File: config.mk
export PLATFORM = sky130hd
export DESIGN_NAME = prog_loader
export DESIGN_NICKNAME = d
export VERILOG_FILES = /design/src/rtl/sc1_pkg.sv /design/src/rtl/prog_loader_byte_packer.sv /design/src/rtl/prog_loader.sv
export SDC_FILE = /design/constraint.sdc
export NUM_CORES = 1
export LEC_CHECK = 0
export ABC_AREA = 1
export CAP_MARGIN = 20
export CORE_ASPECT_RATIO = 0.75
export CORE_UTILIZATION = 55
export CTS_CLUSTER_DIAMETER = 200
export CTS_CLUSTER_SIZE = 40
export DETAILED_ROUTE_END_ITERATION = 10
export PLACE_DENSITY = 0.79
export SLEW_MARGIN = 0
export SYNTH_ARGS = -nofsm -noshare
export SYNTH_HDL_FRONTEND = slang
export SYNTH_HIERARCHICAL = 1
export SYNTH_SLANG_ARGS = --single-unit
File: constraint.sdc
create_clock -name clk -period 2.5 [get_ports clk]
set_input_delay 0.75 -clock clk [delete_from_list [all_inputs] [get_ports clk]]
set_output_delay 0.75 -clock clk [all_outputs]
set_load 0.01 [all_outputs]
File: src/rtl/sc1_pkg.sv
// Shared types for the program loader: FSM encoding, header length, per-state status decode.
package sc1_pkg;

    typedef enum logic [2:0] {
        HDR0,
        HDR1,
        DATA,
        CSUM,
        FLUSH,
        RUN,
        ERR
    } state_t;

    // Header is a little-endian 16-bit word count.
    localparam int HDR_BYTES = 2;

    typedef struct packed {
        logic in_ready;
        logic busy;
        logic cpu_reset;
        logic error;
    } status_t;

    function automatic status_t status_of(state_t s);
        status_t st;
        st.in_ready  = (s != FLUSH) && (s != RUN);
        st.busy      = (s != RUN) && (s != ERR);
        st.cpu_reset = (s != RUN);
        st.error     = (s == ERR);
        return st;
    endfunction

endpackage

File: src/rtl/prog_loader_byte_packer.sv
// Assembles four little-endian bytes into a 32-bit word with a one-cycle word_valid strobe.
module byte_packer (
    input  logic        clk,
    input  logic        reset,
    input  logic        clear,
    input  logic [7:0]  byte_in,
    input  logic        byte_valid,
    output logic [31:0] word,
    output logic        word_valid
);

    logic [23:0] low_bytes;
    logic [1:0]  count;

    // NOTE: sequential state uses non-blocking assignments so every register samples pre-edge values.
    always_ff @(posedge clk) begin
        if (reset) begin
            low_bytes  <= '0;
            count      <= '0;
            word       <= '0;
            word_valid <= 1'b0;
        end else if (clear) begin
            low_bytes  <= '0;
            count      <= '0;
            word_valid <= 1'b0;
        end else begin
            word_valid <= 1'b0;
            if (byte_valid) begin
                count <= count + 2'd1;
                if (count == 2'd3) begin
                    word       <= {byte_in, low_bytes};
                    word_valid <= 1'b1;
                end else begin
                    // First byte shifts down to bits 7:0 by the time the word completes.
                    low_bytes <= {byte_in, low_bytes[23:8]};
                end
            end
        end
    end

endmodule

File: src/rtl/prog_loader.sv
// Streams a length-prefixed program into instruction RAM, then releases the CPU from reset.
// Optional trailing checksum byte is enabled with macro PROG_LOADER_CHECKSUM_EN.
module prog_loader
    import sc1_pkg::*;
#(
    parameter int DEPTH_I = 8,
    parameter int WIDTH_I = 32
) (
    input  logic               clk,
    input  logic               reset,
    input  logic [7:0]         in_data,
    input  logic               in_valid,
    output logic               in_ready,
    input  logic               reload,
    output logic [DEPTH_I-1:0] ram_addr,
    output logic [WIDTH_I-1:0] ram_data,
    output logic               ram_we,
    output logic               cpu_reset,
    output logic               busy,
    output logic               error
);

    localparam int HDR_BITS = 8 * HDR_BYTES;
    localparam logic [HDR_BITS:0] MAX_WORDS = (HDR_BITS + 1)'(2 ** DEPTH_I);
`ifdef PROG_LOADER_CHECKSUM_EN
    localparam state_t AFTER_DATA = CSUM;
`else
    localparam state_t AFTER_DATA = FLUSH;
`endif

    state_t                state;
    state_t                nxt;
    logic [7:0]            count_lo;
    logic [HDR_BITS-1:0]   word_count;
    logic [HDR_BITS+1:0]   bytes_left;
    logic                  accept;
    logic                  data_byte;
`ifdef PROG_LOADER_CHECKSUM_EN
    logic [7:0]            csum;
`endif

    // reload wins over a coinciding handshake, so that byte never lands anywhere.
    assign accept     = in_valid && in_ready && !reload;
    assign data_byte  = accept && (state == DATA);
    assign word_count = {in_data, count_lo};

    byte_packer u_packer (
        .clk        (clk),
        .reset      (reset),
        .clear      (reload),
        .byte_in    (in_data),
        .byte_valid (data_byte),
        .word       (ram_data),
        .word_valid (ram_we)
    );

    // NOTE: nxt gets a default first so no path through the case can infer a latch.
    always_comb begin
        nxt = state;
        if (reload) begin
            nxt = HDR0;
        end else begin
            case (state)
                HDR0: if (accept) nxt = HDR1;
                HDR1: begin
                    if (accept) begin
                        if ({1'b0, word_count} > MAX_WORDS) nxt = ERR;
                        else if (word_count == '0)          nxt = AFTER_DATA;
                        else                                nxt = DATA;
                    end
                end
                DATA: if (accept && bytes_left == (HDR_BITS + 2)'(1)) nxt = AFTER_DATA;
`ifdef PROG_LOADER_CHECKSUM_EN
                CSUM: if (accept) nxt = (in_data == csum) ? FLUSH : ERR;
`endif
                FLUSH:   nxt = RUN;
                default: nxt = state;
            endcase
        end
    end

    // Status outputs are decoded from the next state so they change with the state register.
    always_ff @(posedge clk) begin
        if (reset) begin
            state                              <= HDR0;
            {in_ready, busy, cpu_reset, error} <= status_of(HDR0);
            count_lo                           <= '0;
            bytes_left                         <= '0;
            ram_addr                           <= '0;
`ifdef PROG_LOADER_CHECKSUM_EN
            csum                               <= '0;
`endif
        end else begin
            state                              <= nxt;
            {in_ready, busy, cpu_reset, error} <= status_of(nxt);
            if (reload) begin
                count_lo   <= '0;
                bytes_left <= '0;
                ram_addr   <= '0;
`ifdef PROG_LOADER_CHECKSUM_EN
                csum       <= '0;
`endif
            end else begin
                if (accept && state == HDR0) count_lo <= in_data;
                if (accept && state == HDR1) bytes_left <= {word_count, 2'b00};
                if (data_byte) begin
                    bytes_left <= bytes_left - (HDR_BITS + 2)'(1);
`ifdef PROG_LOADER_CHECKSUM_EN
                    csum       <= csum + in_data;
`endif
                end
                // Advance after each write but park on the top address of a full RAM.
                if (ram_we && ram_addr != '1) ram_addr <= ram_addr + DEPTH_I'(1);
            end
        end
    end

endmodule

---- Word-level counts from Yosys, hierarchy flattened ----
Cells that the tools add are included.
word-level totals
  word-level logic and storage cells ...... 56
  register bits ........................... 100
  output and inout bits ................... 45
  input bits .............................. 12
cells by class
  equal/unequal tests ..................... 10
  muxes and demuxes ....................... 10
  reduce and logical (&&, ||, !) cells .... 17
  add/sub/neg operators ................... 3
  magnitude comparators ................... 1
  bitwise logic cells ..................... 3
operator list
  operator               number
  $mux 18                2
  $eq 18x1->1 const B    1
  $mux 3                 6
  $sub 18x1->18 const B  1
  $gt 16x9->1 const B    1
  $logic_not 16->1       1
  $pmux 3 s4             1
  $logic_and 1x1->1      9
  $ne 3x3->1 const B     3
  $add 8x1->8 const B    1
  $ne 8x8->1 const B     1
  $eq 3x3->1 const B     2
  $eq 3x1->1 const B     1
  $eq 3x2->1 const B     1
  $logic_not 3->1        1
  $not 1->1              3
  $reduce_and 3->1       1
  $reduce_or 3->1        1
  $add 2x1->2 const B    1
  $eq 2x2->1 const B     1
  $reduce_and 2->1       1
  $reduce_bool 2->1      1
  $reduce_or 2->1        1
  $logic_not 1->1        1
  $mux 1                 1

---- Longest topological paths before layout ----
Gate-level depths: netlist (run 1).
  depth after elaboration ................. 8
  depth in mapped cells ................... 11

---- Cells and area by module ----
Netlist (run 1), hierarchy kept.
by module, submodules not included
  module       times used  cells each  area an instance (sq um)
  prog_loader  1           348         2290.9
  byte_packer  1           322         2264.7

---- Worst setup path before layout (run 1) ----
Ideal clock, no wire load.
  kind .................................... input -> register
  from .................................... in reload
  to ...................................... reg u_packer.word[0]
  cell stages on the path ................. 9
  arrival ................................. 1.863 ns
  slack ................................... 0.524 ns
  cell sequence ........................... inv_2 nand3_4 nor2_8 buf_4 nand3_1 buf_6 buf_2 nor2_1 nor2_1
on the way
  longest elaborated chain between the ends .. 4
ends and longest elaborated chain
  what                        line                           text
  from (decl)                 prog_loader.sv:14              input logic reload,
  $logic_not 1->1             prog_loader.sv:43              assign accept = in_valid && in_ready && !reload;
  $logic_and 1x1->1           prog_loader.sv:43
  $logic_and 1x1->1           prog_loader.sv:44              assign data_byte = accept && (state == DATA);
  via data_byte               prog_loader.sv:37              logic data_byte;
  $reduce_and 3->1 (no line)  -
  to (signal assigned)        prog_loader_byte_packer.sv:31  word <= {byte_in, low_bytes};
  to (decl)                   prog_loader_byte_packer.sv:8   output logic [31:0] word,
The timed path passes the listed nets, and every way through them passes these cells.
A chain may end at the register's enable or synchronous reset.

---- Worst setup path in the final report (run 1) ----
  from .................................... reg ram_addr[5]
  to ...................................... out ram_addr[5]
RTL lines
  what                    line                text
  from (decl)             prog_loader.sv:15   output logic [DEPTH_I-1:0] ram_addr,
  from (signal assigned)  prog_loader.sv:113  if (ram_we && ram_addr != '1) ram_addr <= ram_addr + DEPTH_I'(1);
No word-level cell between the ends.

==> impl_results.md, run 1 <==
* DRC at 0
* Drt total wl at about 11 mm
* CTS buffer count at 9
* Synth-to-Final Area Change at 20.10%
* CP max-delay cell: clkdlybuf4s50_1
* Pin count of the biggest net entering global routing at between 60 and 70
* Switching share of power at 25.45%
* Minimum clock period at ~2100 ps
* Setup violators final at 0
* Overflow after GRT at 0
* HPWL Detailed at 7.880 mm
* P_int at approximately 2.0 mW
* Top delay family on crit path: buffers and inverters
* CP endpoint kind: output port
* Worst R2R Path Depth at 9
* Mapped Nets at ~700
* Clk sinks at 100
* Startpoint of the worst hold path: bytes_left[16]
* CTS tree: done
* Seq pwr share at around 59%
* Cells after synthesis at 670
* DR iter-0 viols at about 410
* Final Max Tran Viols at 0
* Worst vdd ir at around 0.37 mV
* Leak at between 2 and 2.5 nW
* Post-Syn Area per Cell at 6.799 um^2
* CP Max Fanout at 6
* PD cells at around 500 mW/mm^2
* Worst path cell trace: clkdlybuf4s50_1
* Clock Pin Slew Worst Setup and Hold Paths at approximately 100 ps
* DP Area at around 0.0053 mm^2
* Commonest non-fill, non-tap cell in the layout: nor2_1
* Cell Count, Final, Fillers Out at roughly 840
* Reg area at between 0.002 and 0.0025 mm^2
* Worst Path Buf+Inv at 1
* Drt first pass iters at 6
* Status: finished, final reports clean
* Post-Place Worst Slack at about 110 ps
* Reg2reg end: ram_addr[7]
* Combinational share of power at around 5.2%
* Synth Register Bits at 100
* Most frequent cells in the layout: nor2_1 (156), nand2_1 (148), dfxtp_1 (100), inv_1 (77), clkdlybuf4s50_1 (56)
* Final Cycle Share at a little under nine tenths
* Fmax at approximately 470 MHz
* Max cap viols at 0
* DR vias/cell at around 5.2
* Critical path type: reg2out
* Clock power frac at a little over a third
* Setup Skew at between 10 and 15 ps
* Vias in the first global route at 3940
* Yosys Warn Count at 6
* Hold Fails Final Rpt at 0
* Hold_buf cts at 0
* Antenna violations before repair at 0
* Setup repair bufs after CTS at 0
* I/O pin count at 57
* Worst Path Arrival at about 1400 ps
* Die Area at a little under 0.009 mm^2
* WHS Endpoint: bytes_left[16]
* RePlAce Congestion at about 0.89
* Least-Margin Pin Slew at roughly 430 ps
* CP required at 1750 ps
* Overall via count from detail_route at 4348
* Root buf cell: clkbuf_8
* Port bufs at 56
* Mapped Area at 0.004556 mm^2
* Core area at between 0.007 and 0.008 mm^2
* Worst slew margin at between 70% and 80%
* Clk Latency, worst-skew pair at roughly 380 ps
* Crit-path max cell delay at 570 ps
* Total power draw at approximately 2.7 mW
* WHS Path Cells at 2
* First-pass GRT wire length at between 15 and 20 mm
* Post-DR wirelength/cell at around 13 um
* Unrepaired setup endpoints after global routing: no
* R2R Setup Slk at a little under 800 ps
* Ant diodes at 0
* Die Y at 80.82 um
* Initial core utilization at 57.28%
* GRT Util Overall at 27.24%
* Worst reg2reg startpoint: ram_addr[0]
* Number of distinct library cells after synthesis at 35
* Htree depth at 3
* Finished Cell Area at 0.005472 mm^2
* Hold Crit Class: reg2reg
* Worst setup SP type: register
* Setup_tns at 0 ps
* Worst setup margin at approximately 360 ps
* Switching power of the nets at approximately 700 uW
* # rows at 28
* Antenna-violating nets left at 0
* Clock Path Buffers at 2
* Die X at between 100 and 150 um
* DP Cell Count at slightly above 800
* Area of the multi-input gates at roughly 0.0021 mm^2
* FILL cells at roughly 670
* Final net count at 750
* Post-synthesis sequential area ratio at a little over two fifths
* Post-CTS Resized at 0
* Layout cells sized above 1 at ~7.7%
-- cells by family after synthesis --
family	synth area share, %
xor+xnor	1.154
flops	43.94
compound gates	12.33
simple gates	31.15
fa+ha+maj	1.099
buf+inv	10.33
-- synth_stat cells --
| cell | number | share of area (%) |
|---|---|---|
| a21oi_1 | 37 | 4.1 |
| a31oi_1 | 4 | 0.55 |
| and2_1 | 1 | 0.14 |
| buf_2 | 7 | 0.77 |
| buf_4 | 3 | 0.49 |
| buf_6 | 5 | 1.2 |
| clkbuf_1 | 7 | 0.58 |
| clkbuf_2 | 1 | 0.11 |
| clkinv_1 | 2 | 0.16 |
| dfxtp_1 | 100 | 44 |
| ha_1 | 4 | 1.1 |
| inv_1 | 77 | 6.3 |
| inv_2 | 6 | 0.49 |
| inv_4 | 1 | 0.14 |
| nand2_1 | 148 | 12 |
| nand2_2 | 2 | 0.27 |
| nand3_1 | 23 | 2.5 |
| nand3_4 | 1 | 0.38 |
| nand3b_1 | 2 | 0.33 |
| nand4_1 | 3 | 0.41 |
| nor2_1 | 156 | 13 |
| nor2_2 | 3 | 0.41 |
| nor2_4 | 2 | 0.49 |
| nor2_8 | 1 | 0.44 |
| nor3_1 | 3 | 0.33 |
| nor3_4 | 1 | 0.36 |
| o211ai_1 | 2 | 0.33 |
| o21a_1 | 1 | 0.16 |
| o21ai_0 | 45 | 4.9 |
| o21ai_1 | 8 | 0.88 |
| o21ai_2 | 3 | 0.58 |
| o22ai_1 | 4 | 0.55 |
| o22ai_2 | 1 | 0.27 |
| xnor2_1 | 3 | 0.58 |
| xor2_1 | 3 | 0.58 |
-- routing by layer --
layer	GRT usage, %	wire length [um]	vias up
met3	7.223	787	13
met5	0	0	-
met4	8.767	116	0
li1	-	-	2210
met2	42.65	4730	170
met1	36.79	5277	1955
-- flip-flops by register name, indices dropped and copies added, names as in the netlist --
register	cells
busy	1
bytes_left	18
count_lo	8
cpu_reset	1
error	1
in_ready	1
ram_addr	8
state	3
u_packer/count	2
u_packer/low_bytes	24
u_packer/word	32
u_packer/word_valid	1
-- metrics by stage --
step / hold slack, ps / utilization, %
detailed placement: 465.5 / 66.43
CTS: 480.1 / 68.80
finish: 473.7 / 68.80
global placement: 452.7 / 66.43
floorplan: 442.8 / -
global route: 492.2 / 68.80
-- final cells by class --
type	count	area share (%)
Multi-Input combinational cell	461	38.17
Sequential cell	100	36.59
Timing Repair Buffer	76	13.45
Inverter	86	5.946
Tap cell	105	2.401
Clock buffer	10	2.332
Clock inverter	6	1.121
-- power by group through the flow --
stage	clock network (mW)	registers, mW	logic [mW]
floorplan	0	1.64	0.0746
global placement	0	1.64	0.138
detailed placement	0	1.64	0.140
CTS	1.01	1.60	0.141
global route	1.08	1.60	0.157
finish	0.981	1.60	0.142
-- how the worst max path moves through the flow --
stage | depth (start not counted) | slack (ps) | to | from
2_1_floorplan | 9 | 520 | u_packer/word[0] | reload
4_1_cts | 1 | 350 | ram_addr[5] | ram_addr[5]
3_5_place_dp | 9 | 110 | u_packer/low_bytes[2] | reload
6_report | 1 | 360 | ram_addr[5] | ram_addr[5]
3_3_place_gp | 8 | 160 | u_packer/low_bytes[9] | reload
5_1_grt | 1 | 300 | ram_addr[5] | ram_addr[5]
Power figures use the tool's default switching activity.
==> inputs of run 2 (changes only) <==
--- a/config.mk
+++ b/config.mk
@@ -10,7 +10,6 @@
 export CORE_ASPECT_RATIO = 0.75
 export CORE_UTILIZATION = 55
 export CTS_CLUSTER_DIAMETER = 200
-export CTS_CLUSTER_SIZE = 40
 export DETAILED_ROUTE_END_ITERATION = 10
 export PLACE_DENSITY = 0.79
 export SLEW_MARGIN = 0
==> results of run 2 <==
The final DEF is identical to that of run 1; final timing and power are the same.
==> RTL change 1, RTL diff (flow settings as in run 1) <==
Encoding of `state_t`: now one-hot (7 bits for 7 states).
--- a/src/rtl/sc1_pkg.sv
+++ b/src/rtl/sc1_pkg.sv
@@ -2,12 +2,12 @@
 package sc1_pkg;
 
-    typedef enum logic [2:0] {
-        HDR0,
-        HDR1,
-        DATA,
-        CSUM,
-        FLUSH,
-        RUN,
-        ERR
+    typedef enum logic [6:0] {
+        HDR0  = 7'b0000001,
+        HDR1  = 7'b0000010,
+        DATA  = 7'b0000100,
+        CSUM  = 7'b0001000,
+        FLUSH = 7'b0010000,
+        RUN   = 7'b0100000,
+        ERR   = 7'b1000000
     } state_t;
 
Behaviour: no difference found for any inputs over 4 cycles, from zero or initial values and one cycle with reset high; so few cycles prove little.
==> RTL change 1 against run 1 <==
Synthesized area increased by 5.1%. Setup slack got worse by 0.087 ns. Design area increased by 7.0%. Routed wire length increased by 6.0%. Critical path depth increased by 10. Sequential cell count increased by 4. Cell count increased by 3.7%. Register-to-register slack got worse by 0.11 ns. Power increased by 19%. Core utilization increased by 0.46 points. Largest cell class unchanged. Highest routed layer unchanged.
==> RTL change 1: results <==
[synth]
synthCells = 697
synth.cells.most_frequent = sky130_fd_sc_hd__nand2_1, sky130_fd_sc_hd__nor2_1, sky130_fd_sc_hd__dfxtp_1, sky130_fd_sc_hd__inv_1, sky130_fd_sc_hd__o21ai_0
postSynthNetCount = 713
synth_sequential_area_ratio = 0.435
xor_and_xnor_area_share_after_synthesis = 0.0128
synth.area.top_cells = sky130_fd_sc_hd__dfxtp_1, sky130_fd_sc_hd__nand2_1, sky130_fd_sc_hd__nor2_1
synth_adder_area_share = 0.0105
synthesized_area_fraction_occupied_by_ao_oa_aoi_and_oai_cells = 0.114
synth_cell_type_count = 38

[worst_setup_path]
critPathSlowestCell = sky130_fd_sc_hd__clkdlybuf4s50_1
capture_point_of_the_worst_reg_to_reg_path = bytes_left[14]
reg2reg_from = bytes_left[0]
highest_net_fanout_along_the_worst_path = 4
setup.worst_path.end = busy
critical_path_arrival_ns = 2.48
reg2reg_slack_ns = 0.68
crit_start = in_data[1]
timing.critical_path.slowest_cell_delay_ns = 0.52
worstRegToRegCells = 10
worst_path_dominant_cell_family = simple AND/OR/NAND/NOR gates

[routing]
drt-pass1-iter-count = 5
met1_length_um = 5730
met3_length_um = 902
dr_wl_met2_um = 4780
num_vias = 4519

[global_routing]
globalRouteMet2Util = 0.396
gr_util_met1 = 0.386
globalRouteTotalUtil = 0.270
vias_in_the_first_global_route = 3911
grt_use_met3 = 0.0742
wire_length_of_the_first_global_routing_pass_um = 18700

[cells_and_area]
fraction_of_layout_instances_using_a_drive_strength_above_1 = 0.0926
layout.cells.non_filler = 875
flops_and_latches = 104
buf_share = 0.130
inv_count = 98
clkCellAreaFrac = 0.0506
num-nets-final = 779
multi_input_gate_share_of_total_cell_area = 0.377
register_area_um2 = 2080
n_all_buffers = 78
comb.multi_input.count = 472

[clock_tree]
clock_insertion_delay_worst_skew_ns = 0.35
clk_root_buffer_cell = sky130_fd_sc_hd__clkbuf_16
clkTransAtPathRegs_ns = 0.07

[power_and_ir_drop]
peakVddDrop_mv = 0.467
cellLeakagePower_nw = 2.62

[run_status]
status = finished clean

[sta]
finClkSkew_ns = 0.00871
timing.hold.ws_ns = 0.476
relative_slew_slack = 0.720

[placement]
place.gp.congestion = 0.837
dpl_worst_slack_ns = -0.0213
dp_cells = 860
hpwlAfterDp_um = 8310
[RTL change 1: cell types whose count changed after synthesis, sizes merged, moves of 2 or more]
cell and delta:
nor2 -3, o21bai +2, nand4 +2, a21oi -2, inv +12, nand3 +11
o22ai -2, dfxtp +4, nor4 +2, nand2 +6, xor2 +2, o21ai -4
[RTL change 1: power by group]
group | total, W | switching, W | internal [W] | leakage, nW
logic | 0.000171 | 0.000107 | 0.0000639 | 1.65
registers | 0.00167 | 0.00000632 | 0.00166 | 0.838
clock network | 0.00140 | 0.000600 | 0.000796 | 0.137
[RTL change 1: metrics by stage]
step / setup TNS (ns) / cell area (um^2) / util
3_3_place_gp: 0 / 5560 / 0.658
4_1_cts: 0 / 5860 / 0.693
5_1_grt: 0 / 5860 / 0.693
3_5_place_dp: -0.0213 / 5560 / 0.658
6_report: 0 / 5860 / 0.693
2_1_floorplan: 0 / 4790 / -
==> RTL change 2, RTL diff (config.mk and constraints of run 1) <==
Made on the original files. Add a define of `PROG_LOADER_CHECKSUM_EN`.
--- a/src/rtl/prog_loader.sv
+++ b/src/rtl/prog_loader.sv
@@ -1,4 +1,6 @@
 // Streams a length-prefixed program into instruction RAM, then releases the CPU from reset.
 // Optional trailing checksum byte is enabled with macro PROG_LOADER_CHECKSUM_EN.
+`define PROG_LOADER_CHECKSUM_EN
+
 module prog_loader
     import sc1_pkg::*;
Check against the original RTL: not equivalent (a bounded check fails within 4 cycles, from zero or initial values and one cycle with reset high).
==> RTL change 2 against run 1 <==
Design area up 16%. Critical path depth up 9. Routed wire length rose by 12%. Setup slack got worse by 0.10 ns. Sequential cell count is 8 higher. Synthesized cell count rose by 14%. Power increased by 23%. Synthesized area increased by 13%. Critical endpoint is now busy.
==> RTL change 2: results <==
[cells_and_area]
fraction_of_layout_instances_using_a_drive_strength_above_1 = 0.0804
num-nets-final = 866

[hold_path]
worst_hold_startpoint = ram_addr[4]

[routing]
drt-vias-per-instance = 5.03
wl_um = 12200
detail_route.iter0.violations = 418

[global_routing]
wire_length_of_the_first_global_routing_pass_um = 20100
vias_in_the_first_global_route = 4251
globalRouteTotalUtil = 0.258
pin_count_of_the_biggest_net_entering_global_routing = 49

[clock_tree]
clkTransAtPathRegs_ns = 0.07
clock_insertion_delay_worst_skew_ns = 0.34

[synth]
synth_sequential_area_ratio = 0.420
postSynthNetCount = 788
synth.area.top_cells = sky130_fd_sc_hd__dfxtp_1, sky130_fd_sc_hd__nor2_1, sky130_fd_sc_hd__nand2_1
synth.cells.most_frequent = sky130_fd_sc_hd__nor2_1, sky130_fd_sc_hd__nand2_1, sky130_fd_sc_hd__dfxtp_1, sky130_fd_sc_hd__inv_1, sky130_fd_sc_hd__o21ai_0

[run_status]
status = finished clean

[power_and_ir_drop]
switch_share = 0.231
cellLeakagePower_nw = 2.91

[sta]
relative_slew_slack = 0.722

[placement]
place.gp.congestion = 0.941
hpwlAfterDp_um = 8920
dpl_worst_slack_ns = -0.0678

[worst_setup_path]
critical_path_arrival_ns = 2.48
reg2reg_from = ram_addr[1]
[RTL change 2: changes by cell type after synthesis, sizes merged, moves of 3 or more]
cell,change
a21oi,+8
clkbuf,+3
dfxtp,+8
ha,+7
nand2,+27
nand3,-3
nor2,+25
nor3,+3
o21ai,+6
o22ai,-4
xor2,+9
[RTL change 2: path summary, 6_finish.rpt]
kind,endpoint,slack (ns),cells past startpoint
setup / recovery,busy,0.26,10
hold / removal,ram_addr[4],0.46,2
setup reg to reg,ram_addr[2],0.72,10
hold reg to reg,ram_addr[4],0.46,2
[RTL change 2: metal layers]
layer,share of wire,vias up,global-route usage
met3,0.052,10,0.0473
met5,0,-,0
met1,0.51,2191,0.376
met2,0.43,163,0.393
li1,-,2531,-
met4,0.0079,0,0.0622
[RTL change 2: through the flow]
stage	instance area (um^2)	power [W]	std cells
finish	6370	0.00336	974
global route	6370	0.00348	974
CTS	6370	0.00339	974
detailed placement	6070	0.00196	959
global placement	6070	0.00196	959
floorplan	5150	0.00187	764
[RTL change 2: logic make-up (layout without fill, tap and decap cells)]
logic type	after synthesis	in the layout	share of synthesized area
simple gates	397	397	0.308
compound gates	119	119	0.122
buf+inv	112	194	0.0921
flops	108	108	0.420
xor+xnor	16	16	0.0272
fa+ha+maj	12	12	0.0306
[RTL change 2: worst max-delay path: stages]
cell and delay (ns):
sky130_fd_sc_hd__clkdlybuf4s50_1 0.44, sky130_fd_sc_hd__ha_1 0.40, sky130_fd_sc_hd__nor2_1 0.13, sky130_fd_sc_hd__nand3_1 0.11, sky130_fd_sc_hd__nor2_1 0.10, sky130_fd_sc_hd__nand3_1 0.09, sky130_fd_sc_hd__nand2_1 0.13, sky130_fd_sc_hd__nand3_1 0.10
sky130_fd_sc_hd__nor2_1 0.15, sky130_fd_sc_hd__nor2_1 0.07
[RTL change 2: layout make-up]
type / instances / area (um^2)
well taps: 128 / 160
clock buffers: 9 / 225
multi-input cells: 544 / 2520
flip-flops and latches: 108 / 2160
inverters: 85 / 322
repair buffers: 94 / 908
fillers: 761 / 2720
clock inverters: 6 / 73.8
[RTL change 2: power by group through the flow]
| stage | Clock (W) | Sequential, W | Combinational (W) |
|---|---|---|---|
| floorplan | 0 | 0.00177 | 0.0000969 |
| global placement | 0 | 0.00177 | 0.000184 |
| detailed placement | 0 | 0.00177 | 0.000188 |
| CTS | 0.00146 | 0.00173 | 0.000190 |
| global route | 0.00153 | 0.00173 | 0.000209 |
| finish | 0.00144 | 0.00173 | 0.000193 |
